==> src/rtl/mc_control_fsm_pkg.sv <==
// Shared encodings for the multi-cycle RV32I control sequencer: state codes, opcodes,
// datapath mux selects, ALU op classes and the decoded control word.
package mc_control_fsm_pkg;

   localparam logic [3:0] S_FETCH    = 4'd0;
   localparam logic [3:0] S_DECODE   = 4'd1;
   localparam logic [3:0] S_MEMADR   = 4'd2;
   localparam logic [3:0] S_MEMREAD  = 4'd3;
   localparam logic [3:0] S_MEMWB    = 4'd4;
   localparam logic [3:0] S_MEMWRITE = 4'd5;
   localparam logic [3:0] S_EXECUTER = 4'd6;
   localparam logic [3:0] S_EXECUTEI = 4'd7;
   localparam logic [3:0] S_ALUWB    = 4'd8;
   localparam logic [3:0] S_BEQ      = 4'd9;
   localparam logic [3:0] S_JAL      = 4'd10;
   localparam logic [3:0] S_TRAP     = 4'd11;

   localparam logic [6:0] OP_LW  = 7'b0000011;
   localparam logic [6:0] OP_SW  = 7'b0100011;
   localparam logic [6:0] OP_R   = 7'b0110011;
   localparam logic [6:0] OP_I   = 7'b0010011;
   localparam logic [6:0] OP_BEQ = 7'b1100011;
   localparam logic [6:0] OP_JAL = 7'b1101111;

   localparam logic       ADR_PC     = 1'b0;
   localparam logic       ADR_RESULT = 1'b1;

   localparam logic [1:0] RES_ALUOUT = 2'b00;
   localparam logic [1:0] RES_DATA   = 2'b01;
   localparam logic [1:0] RES_ALURES = 2'b10;

   localparam logic [1:0] A_PC    = 2'b00;
   localparam logic [1:0] A_OLDPC = 2'b01;
   localparam logic [1:0] A_RS1   = 2'b10;

   localparam logic [1:0] B_RS2  = 2'b00;
   localparam logic [1:0] B_IMM  = 2'b01;
   localparam logic [1:0] B_FOUR = 2'b10;

   localparam logic [1:0] IMM_I = 2'b00;
   localparam logic [1:0] IMM_S = 2'b01;
   localparam logic [1:0] IMM_B = 2'b10;
   localparam logic [1:0] IMM_J = 2'b11;

   localparam logic [1:0] ALUOP_ADD   = 2'b00;
   localparam logic [1:0] ALUOP_SUB   = 2'b01;
   localparam logic [1:0] ALUOP_FUNCT = 2'b10;

   localparam logic [2:0] ALU_ADD = 3'b000;
   localparam logic [2:0] ALU_SUB = 3'b001;
   localparam logic [2:0] ALU_AND = 3'b010;
   localparam logic [2:0] ALU_OR  = 3'b011;
   localparam logic [2:0] ALU_SLT = 3'b101;

   typedef struct packed {
      logic       adr_src;
      logic [1:0] result_src;
      logic [1:0] alu_src_a;
      logic [1:0] alu_src_b;
      logic [1:0] aluop;
      logic       pc_update;
      logic       branch;
      logic       ir_write;
      logic       reg_write;
      logic       mem_write;
      logic       illegal;
   } ctrl_t;

   localparam ctrl_t CTRL_IDLE = '0;

   // Immediate format follows the opcode in every state so the datapath can pre-extend.
   function automatic logic [1:0] imm_src_of(input logic [6:0] opcode);
      logic [1:0] imm;
      case (opcode)
         OP_SW:   imm = IMM_S;
         OP_BEQ:  imm = IMM_B;
         OP_JAL:  imm = IMM_J;
         default: imm = IMM_I;
      endcase
      return imm;
   endfunction

endpackage

==> src/rtl/mc_control_fsm_alu_decoder.sv <==
// Combinational ALU-op decode from op class, funct3, funct7[5] and op[5]; zero latency,
// no handshake. Unsupported funct3 values fall back to add rather than trapping.
module mc_control_fsm_alu_decoder
   import mc_control_fsm_pkg::*;
(
   input  logic [1:0] i_aluop,
   input  logic [2:0] i_funct3,
   input  logic       i_funct7b5,
   input  logic       i_op5,
   output logic [2:0] o_alu_control
);

   always_comb begin
      o_alu_control = ALU_ADD;
      case (i_aluop)
         ALUOP_ADD: o_alu_control = ALU_ADD;
         ALUOP_SUB: o_alu_control = ALU_SUB;
         ALUOP_FUNCT: begin
            case (i_funct3)
               // op[5] separates R-type sub from I-type addi, which has no subtract form
               3'b000:  o_alu_control = (i_funct7b5 & i_op5) ? ALU_SUB : ALU_ADD;
               3'b010:  o_alu_control = ALU_SLT;
               3'b110:  o_alu_control = ALU_OR;
               3'b111:  o_alu_control = ALU_AND;
               default: o_alu_control = ALU_ADD;
            endcase
         end
         default: o_alu_control = ALU_ADD;
      endcase
   end

endmodule

==> src/rtl/mc_control_fsm.sv <==
// Multi-cycle RV32I control sequencer: one state per cycle, Moore selects, enables zero in reset.
// mem_ready low stalls FETCH/MEMREAD/MEMWRITE indefinitely with all other outputs held stable.
module mc_control_fsm
   import mc_control_fsm_pkg::*;
#(
   parameter int unsigned INSTRET_W = 32
) (
   input  logic                 clk,
   input  logic                 rst,
   input  logic [6:0]           op,
   input  logic [2:0]           funct3,
   input  logic                 funct7b5,
   input  logic                 zero,
   input  logic                 mem_ready,
   output logic                 pc_write,
   output logic                 ir_write,
   output logic                 reg_write,
   output logic                 mem_write,
   output logic                 adr_src,
   output logic [1:0]           result_src,
   output logic [1:0]           alu_src_a,
   output logic [1:0]           alu_src_b,
   output logic [1:0]           imm_src,
   output logic [2:0]           alu_control,
   output logic                 retire,
   output logic [INSTRET_W-1:0] instret,
   output logic                 illegal
);

   localparam logic [INSTRET_W-1:0] INSTRET_ONE = {{(INSTRET_W-1){1'b0}}, 1'b1};

   logic [3:0]           r_state;
   logic [3:0]           w_next;
   logic [INSTRET_W-1:0] r_instret;
   ctrl_t                w_ctrl;
   logic                 w_retire;

   always_comb begin
      w_next = S_FETCH;
      case (r_state)
         S_FETCH:    w_next = mem_ready ? S_DECODE : S_FETCH;
         S_DECODE: begin
            case (op)
               OP_LW, OP_SW: w_next = S_MEMADR;
               OP_R:         w_next = S_EXECUTER;
               OP_I:         w_next = S_EXECUTEI;
               OP_BEQ:       w_next = S_BEQ;
               OP_JAL:       w_next = S_JAL;
               default:      w_next = S_TRAP;
            endcase
         end
         S_MEMADR:   w_next = (op == OP_SW) ? S_MEMWRITE : S_MEMREAD;
         S_MEMREAD:  w_next = mem_ready ? S_MEMWB : S_MEMREAD;
         S_MEMWB:    w_next = S_FETCH;
         S_MEMWRITE: w_next = mem_ready ? S_FETCH : S_MEMWRITE;
         S_EXECUTER: w_next = S_ALUWB;
         S_EXECUTEI: w_next = S_ALUWB;
         S_ALUWB:    w_next = S_FETCH;
         S_BEQ:      w_next = S_FETCH;
         S_JAL:      w_next = S_ALUWB;
         S_TRAP:     w_next = S_TRAP;
         // unused encodings recover through the FETCH default
         default:    w_next = S_FETCH;
      endcase
   end

   always_comb begin
      w_ctrl = CTRL_IDLE;
      case (r_state)
         S_FETCH: begin
            w_ctrl.adr_src    = ADR_PC;
            w_ctrl.alu_src_a  = A_PC;
            w_ctrl.alu_src_b  = B_FOUR;
            w_ctrl.aluop      = ALUOP_ADD;
            w_ctrl.result_src = RES_ALURES;
            w_ctrl.ir_write   = mem_ready;
            w_ctrl.pc_update  = mem_ready;
         end
         S_DECODE: begin
            w_ctrl.alu_src_a = A_OLDPC;
            w_ctrl.alu_src_b = B_IMM;
            w_ctrl.aluop     = ALUOP_ADD;
         end
         S_MEMADR: begin
            w_ctrl.alu_src_a = A_RS1;
            w_ctrl.alu_src_b = B_IMM;
            w_ctrl.aluop     = ALUOP_ADD;
         end
         S_MEMREAD: begin
            w_ctrl.adr_src    = ADR_RESULT;
            w_ctrl.result_src = RES_ALUOUT;
         end
         S_MEMWB: begin
            w_ctrl.result_src = RES_DATA;
            w_ctrl.reg_write  = 1'b1;
         end
         S_MEMWRITE: begin
            w_ctrl.adr_src    = ADR_RESULT;
            w_ctrl.result_src = RES_ALUOUT;
            w_ctrl.mem_write  = 1'b1;
         end
         S_EXECUTER: begin
            w_ctrl.alu_src_a = A_RS1;
            w_ctrl.alu_src_b = B_RS2;
            w_ctrl.aluop     = ALUOP_FUNCT;
         end
         S_EXECUTEI: begin
            w_ctrl.alu_src_a = A_RS1;
            w_ctrl.alu_src_b = B_IMM;
            w_ctrl.aluop     = ALUOP_FUNCT;
         end
         S_ALUWB: begin
            w_ctrl.result_src = RES_ALUOUT;
            w_ctrl.reg_write  = 1'b1;
         end
         S_BEQ: begin
            w_ctrl.alu_src_a  = A_RS1;
            w_ctrl.alu_src_b  = B_RS2;
            w_ctrl.aluop      = ALUOP_SUB;
            w_ctrl.result_src = RES_ALUOUT;
            w_ctrl.branch     = 1'b1;
         end
         S_JAL: begin
            w_ctrl.alu_src_a  = A_OLDPC;
            w_ctrl.alu_src_b  = B_FOUR;
            w_ctrl.aluop      = ALUOP_ADD;
            w_ctrl.result_src = RES_ALUOUT;
            w_ctrl.pc_update  = 1'b1;
         end
         S_TRAP:  w_ctrl.illegal = 1'b1;
         default: w_ctrl = CTRL_IDLE;
      endcase
   end

   // Retire exactly on the edges that return to FETCH after a completed instruction.
   always_comb begin
      w_retire = 1'b0;
      case (r_state)
         S_MEMWB, S_ALUWB, S_BEQ: w_retire = 1'b1;
         S_MEMWRITE:              w_retire = mem_ready;
         default:                 w_retire = 1'b0;
      endcase
   end

   always_ff @(posedge clk or negedge rst) begin
      if (!rst) begin
         r_state   <= S_FETCH;
         r_instret <= '0;
      end else begin
         r_state <= w_next;
         if (w_retire) begin
            r_instret <= r_instret + INSTRET_ONE;
         end
      end
   end

   mc_control_fsm_alu_decoder u_alu_decoder (
      .i_aluop       (w_ctrl.aluop),
      .i_funct3      (funct3),
      .i_funct7b5    (funct7b5),
      .i_op5         (op[5]),
      .o_alu_control (alu_control)
   );

   // Reset is folded into every enable so the async-reset FETCH state cannot write.
   assign pc_write   = rst & (w_ctrl.pc_update | (w_ctrl.branch & zero));
   assign ir_write   = rst & w_ctrl.ir_write;
   assign reg_write  = rst & w_ctrl.reg_write;
   assign mem_write  = rst & w_ctrl.mem_write;
   assign retire     = rst & w_retire;
   assign illegal    = rst & w_ctrl.illegal;
   assign adr_src    = w_ctrl.adr_src;
   assign result_src = w_ctrl.result_src;
   assign alu_src_a  = w_ctrl.alu_src_a;
   assign alu_src_b  = w_ctrl.alu_src_b;
   assign imm_src    = imm_src_of(op);
   assign instret    = r_instret;

endmodule

==> config.mk <==
export PLATFORM = sky130hd
export DESIGN_NAME = mc_control_fsm
export DESIGN_NICKNAME = d
export VERILOG_FILES = /design/src/rtl/mc_control_fsm_pkg.sv /design/src/rtl/mc_control_fsm_alu_decoder.sv /design/src/rtl/mc_control_fsm.sv
export SDC_FILE = /design/constraint.sdc
export NUM_CORES = 1
export LEC_CHECK = 0
export ABC_AREA = 1
export CORE_ASPECT_RATIO = 0.8
export CORE_MARGIN = 2
export CORE_UTILIZATION = 49
export DETAILED_ROUTE_END_ITERATION = 7
export PLACE_DENSITY = 0.86
export RECOVER_POWER = 25
export SLEW_MARGIN = 5
export SYNTH_ARGS = -nofsm -noshare
export SYNTH_HDL_FRONTEND = slang
export SYNTH_SLANG_ARGS = --single-unit
==> constraint.sdc <==
create_clock -name clk -period 1.8 [get_ports clk]
set_input_delay 0.36 -clock clk [delete_from_list [all_inputs] [get_ports clk]]
set_output_delay 0.36 -clock clk [all_outputs]
set_load 0.02 [all_outputs]
==> results_dict.tcl <==
set metrics [dict create \
    ys_ff_latch 36 \
    fill_cells 370 \
    die_w_um 84.4 \
    gp_congestion 0.933 \
    synth.avg_cell_area_um2 6.47 \
    setup_viol 14 \
    synth.net_count 410 \
    grt_max_degree 41 \
    drv_slew 0 \
    powerDensity_nw_per_um2 1070 \
    io_pins 65 \
    clockRootBuffer "clkbuf_8" \
    fin_worst_skew_ns 0.0121 \
    async_flop_share 1.00 \
    io_buffers 64 \
    area_growth_pct 51.9 \
    final.setup.tns_ns -2.79 \
    cap_violations 0 \
    status "finished with violations" \
    dr.pass1.iters 5 \
    synthCells 392 \
    grt_antenna_before_repair 0 \
    path_delay_family "flip-flops" \
    cp_num_buf_inv 4 \
    layout_common_cells "nand2_1 (157), nor2_1 (50), buf_4 (43)" \
    clock_path_buffers 2 \
    seq_area_frac_synth 0.355 \
    num_rows 23 \
    drive_gt1_frac 0.238 \
    cp_slowest_cell "dfrtp_2" \
    tightest_slew_ns 1.33 \
    finalHoldViolCount 0 \
    synth_edf_count 0 \
    clk_pin_slew_worst_paths_ns 0.09 \
    drc 0 \
    coreArea_um2 5010 \
    dp_hpwl_um 5670 \
    dp.cells 548 \
    grt_pass1_vias 2690 \
    final_common_cell "nand2_1" \
    wl_um 8340 \
    rsz0062_at_grt "true" \
    cts_num_sinks 36 \
    critical_path_arrival_ns 1.79 \
    crit_path_start_kind "flop" \
    final_cells 570 \
    initial_core_util 0.506 \
    path_cells "inv_2, nand2_2, nor2_4, buf_4, ha_1, inv_1, a31oi_1, buf_2" \
    nNetsFinal 525 \
    crit_required_ns 1.44 \
    die_y_um 68.4 \
    synth_warnings 0 \
    setup_ws_ns -0.351 \
    clock_latency_ns 0.32 \
    synthFlopType "dfrtp_1" \
    via_per_inst 5.14 \
    drt-wirelength-per-cell_um 14.6 \
    maxSlewHeadroom 0.114 \
    crit_path_max_fanout 3 \
    grt_pass1_wl_um 12500 \
    design_area_um2 3850 \
    diodes 0 \
    via_count 2930 \
    dieArea_um2 5770 \
    cts_tree "yes" \
    grt-ovfl-total 0 \
    fin_crit_ns 2.15 \
    place_ws_ns -0.618 \
    ys_types 27 \
    cp_slowest_stage_delay_ns 0.46 \
    violations "setup timing" \
    end_kind "output port" \
    grt_usage 0.280 \
    placed_area_um2 3490 \
    finalCritPeriodShare 1.19 \
    hold_class "in2async" \
    leakagePower_nw 1.77 \
    ctsHoldBuffers 0 \
    irDropWorstVdd_mv 1.08 \
    crit_type "reg2out" \
    synth.cell_area_um2 2540 \
    dr.first_iter.drc_count 291 \
    max_freq_ghz 0.465 \
    numCtsBuffers 5 \
    final_antenna_net_count 0 \
    htree_levels 2 \
]
-- state kept, by name, summed over array words and instances, names as in the netlist --
name     cells
instret     32
r_state      4
-- stage by stage --
step,total power [W],util,hold WS [ns]
floorplan,0.00212,-,0.0644
global placement,0.00293,0.698,0.420
detailed placement,0.00296,0.698,0.417
CTS,0.00373,0.738,0.0867
global route,0.00430,0.769,0.474
finish,0.00414,0.769,0.381
-- power by group --
group | total (W) | internal, W | switching, W
logic | 0.00247 | 0.00113 | 0.00135
registers | 0.00104 | 0.000917 | 0.000124
clock network | 0.000627 | 0.000274 | 0.000353
-- cell usage after synthesis, types with 3 or more instances --
| library cell | n | share of area |
|---|---|---|
| nand2_1 | 164 | 0.24 |
| nor2_1 | 58 | 0.086 |
| inv_1 | 43 | 0.064 |
| dfrtp_1 | 36 | 0.36 |
| nand3_1 | 22 | 0.043 |
| xnor2_1 | 10 | 0.035 |
| nand4_1 | 7 | 0.017 |
| o21ai_0 | 7 | 0.014 |
| xor2_1 | 6 | 0.021 |
| nor3_1 | 5 | 0.0099 |
| nand2_2 | 4 | 0.0099 |
| buf_6 | 3 | 0.013 |
| ha_1 | 3 | 0.015 |
| inv_2 | 3 | 0.0044 |
| nor2_4 | 3 | 0.013 |
| o211ai_1 | 3 | 0.0089 |
-- cell families after synthesis --
group                      Yosys count  share of synthesized area
adders and majority gates            3                     0.0148
buffers and inverters               51                     0.0873
AOI/OAI and AO/OA                   14                     0.0330
DFF                                 36                      0.355
xor gates and xnor gates            16                     0.0553
and+or+nand+nor                    272                      0.454
-- worst reg2reg max path, stage by stage, from the launching register on --
cell and delay (ns):
dfrtp_2 0.46, inv_2 0.09, nand2_2 0.08, nor2_4 0.13, inv_2 0.06, buf_4 0.14, nand3_4 0.11, buf_12 0.21
nand2_1 0.15, o21ai_0 0.18, nand2_1 0.07
-- repair_timing --
item                       4_1_cts  5_1_grt
buffers inserted                 8        9
resized for setup              125       45
pin swaps                        9       11
setup endpoints to repair       28       30
-- cell type report --
type                       count  area (µm²)  area share
clock buffer                   5        68.8      0.0179
clock inverter                 3        23.8     0.00617
inverter                      46         180      0.0468
multi-input combinational    305        1580       0.410
sequential                    36         902       0.234
tap                           62        77.6      0.0201
timing repair buffer         113        1020       0.265
-- layer usage --
metal	wire (µm)	part of all wire	global-route usage	up-vias
li1	-	-	-	1447
met1	3540	0.42	0.376	1349
met2	4050	0.49	0.468	119
met3	572	0.069	0.0483	15
met4	169	0.020	0.0893	0
met5	0	0	0	-
-- final timing paths --
| path | start | endpoint | slack [ns] | depth (start not counted) |
|---|---|---|---|---|
| worst min register to register | instret[10]$_DFFE_PN0P_ | instret[10]$_DFFE_PN0P_ | 0.54 | 1 |
| max in group asynchronous | rst | instret[9]$_DFFE_PN0P_ | 0.52 | 2 |
| worst max-delay path | r_state[2]$_DFF_PN0_ | alu_control[0] | -0.35 | 8 |
| worst max register to register | r_state[2]$_DFF_PN0_ | instret[12]$_DFFE_PN0P_ | 0.04 | 10 |
| min in group clk | op[4] | r_state[2]$_DFF_PN0_ | 0.53 | 4 |
| worst min-delay path | rst | instret[10]$_DFFE_PN0P_ | 0.38 | 3 |
Note: power is estimated with default switching activity, not from simulation.
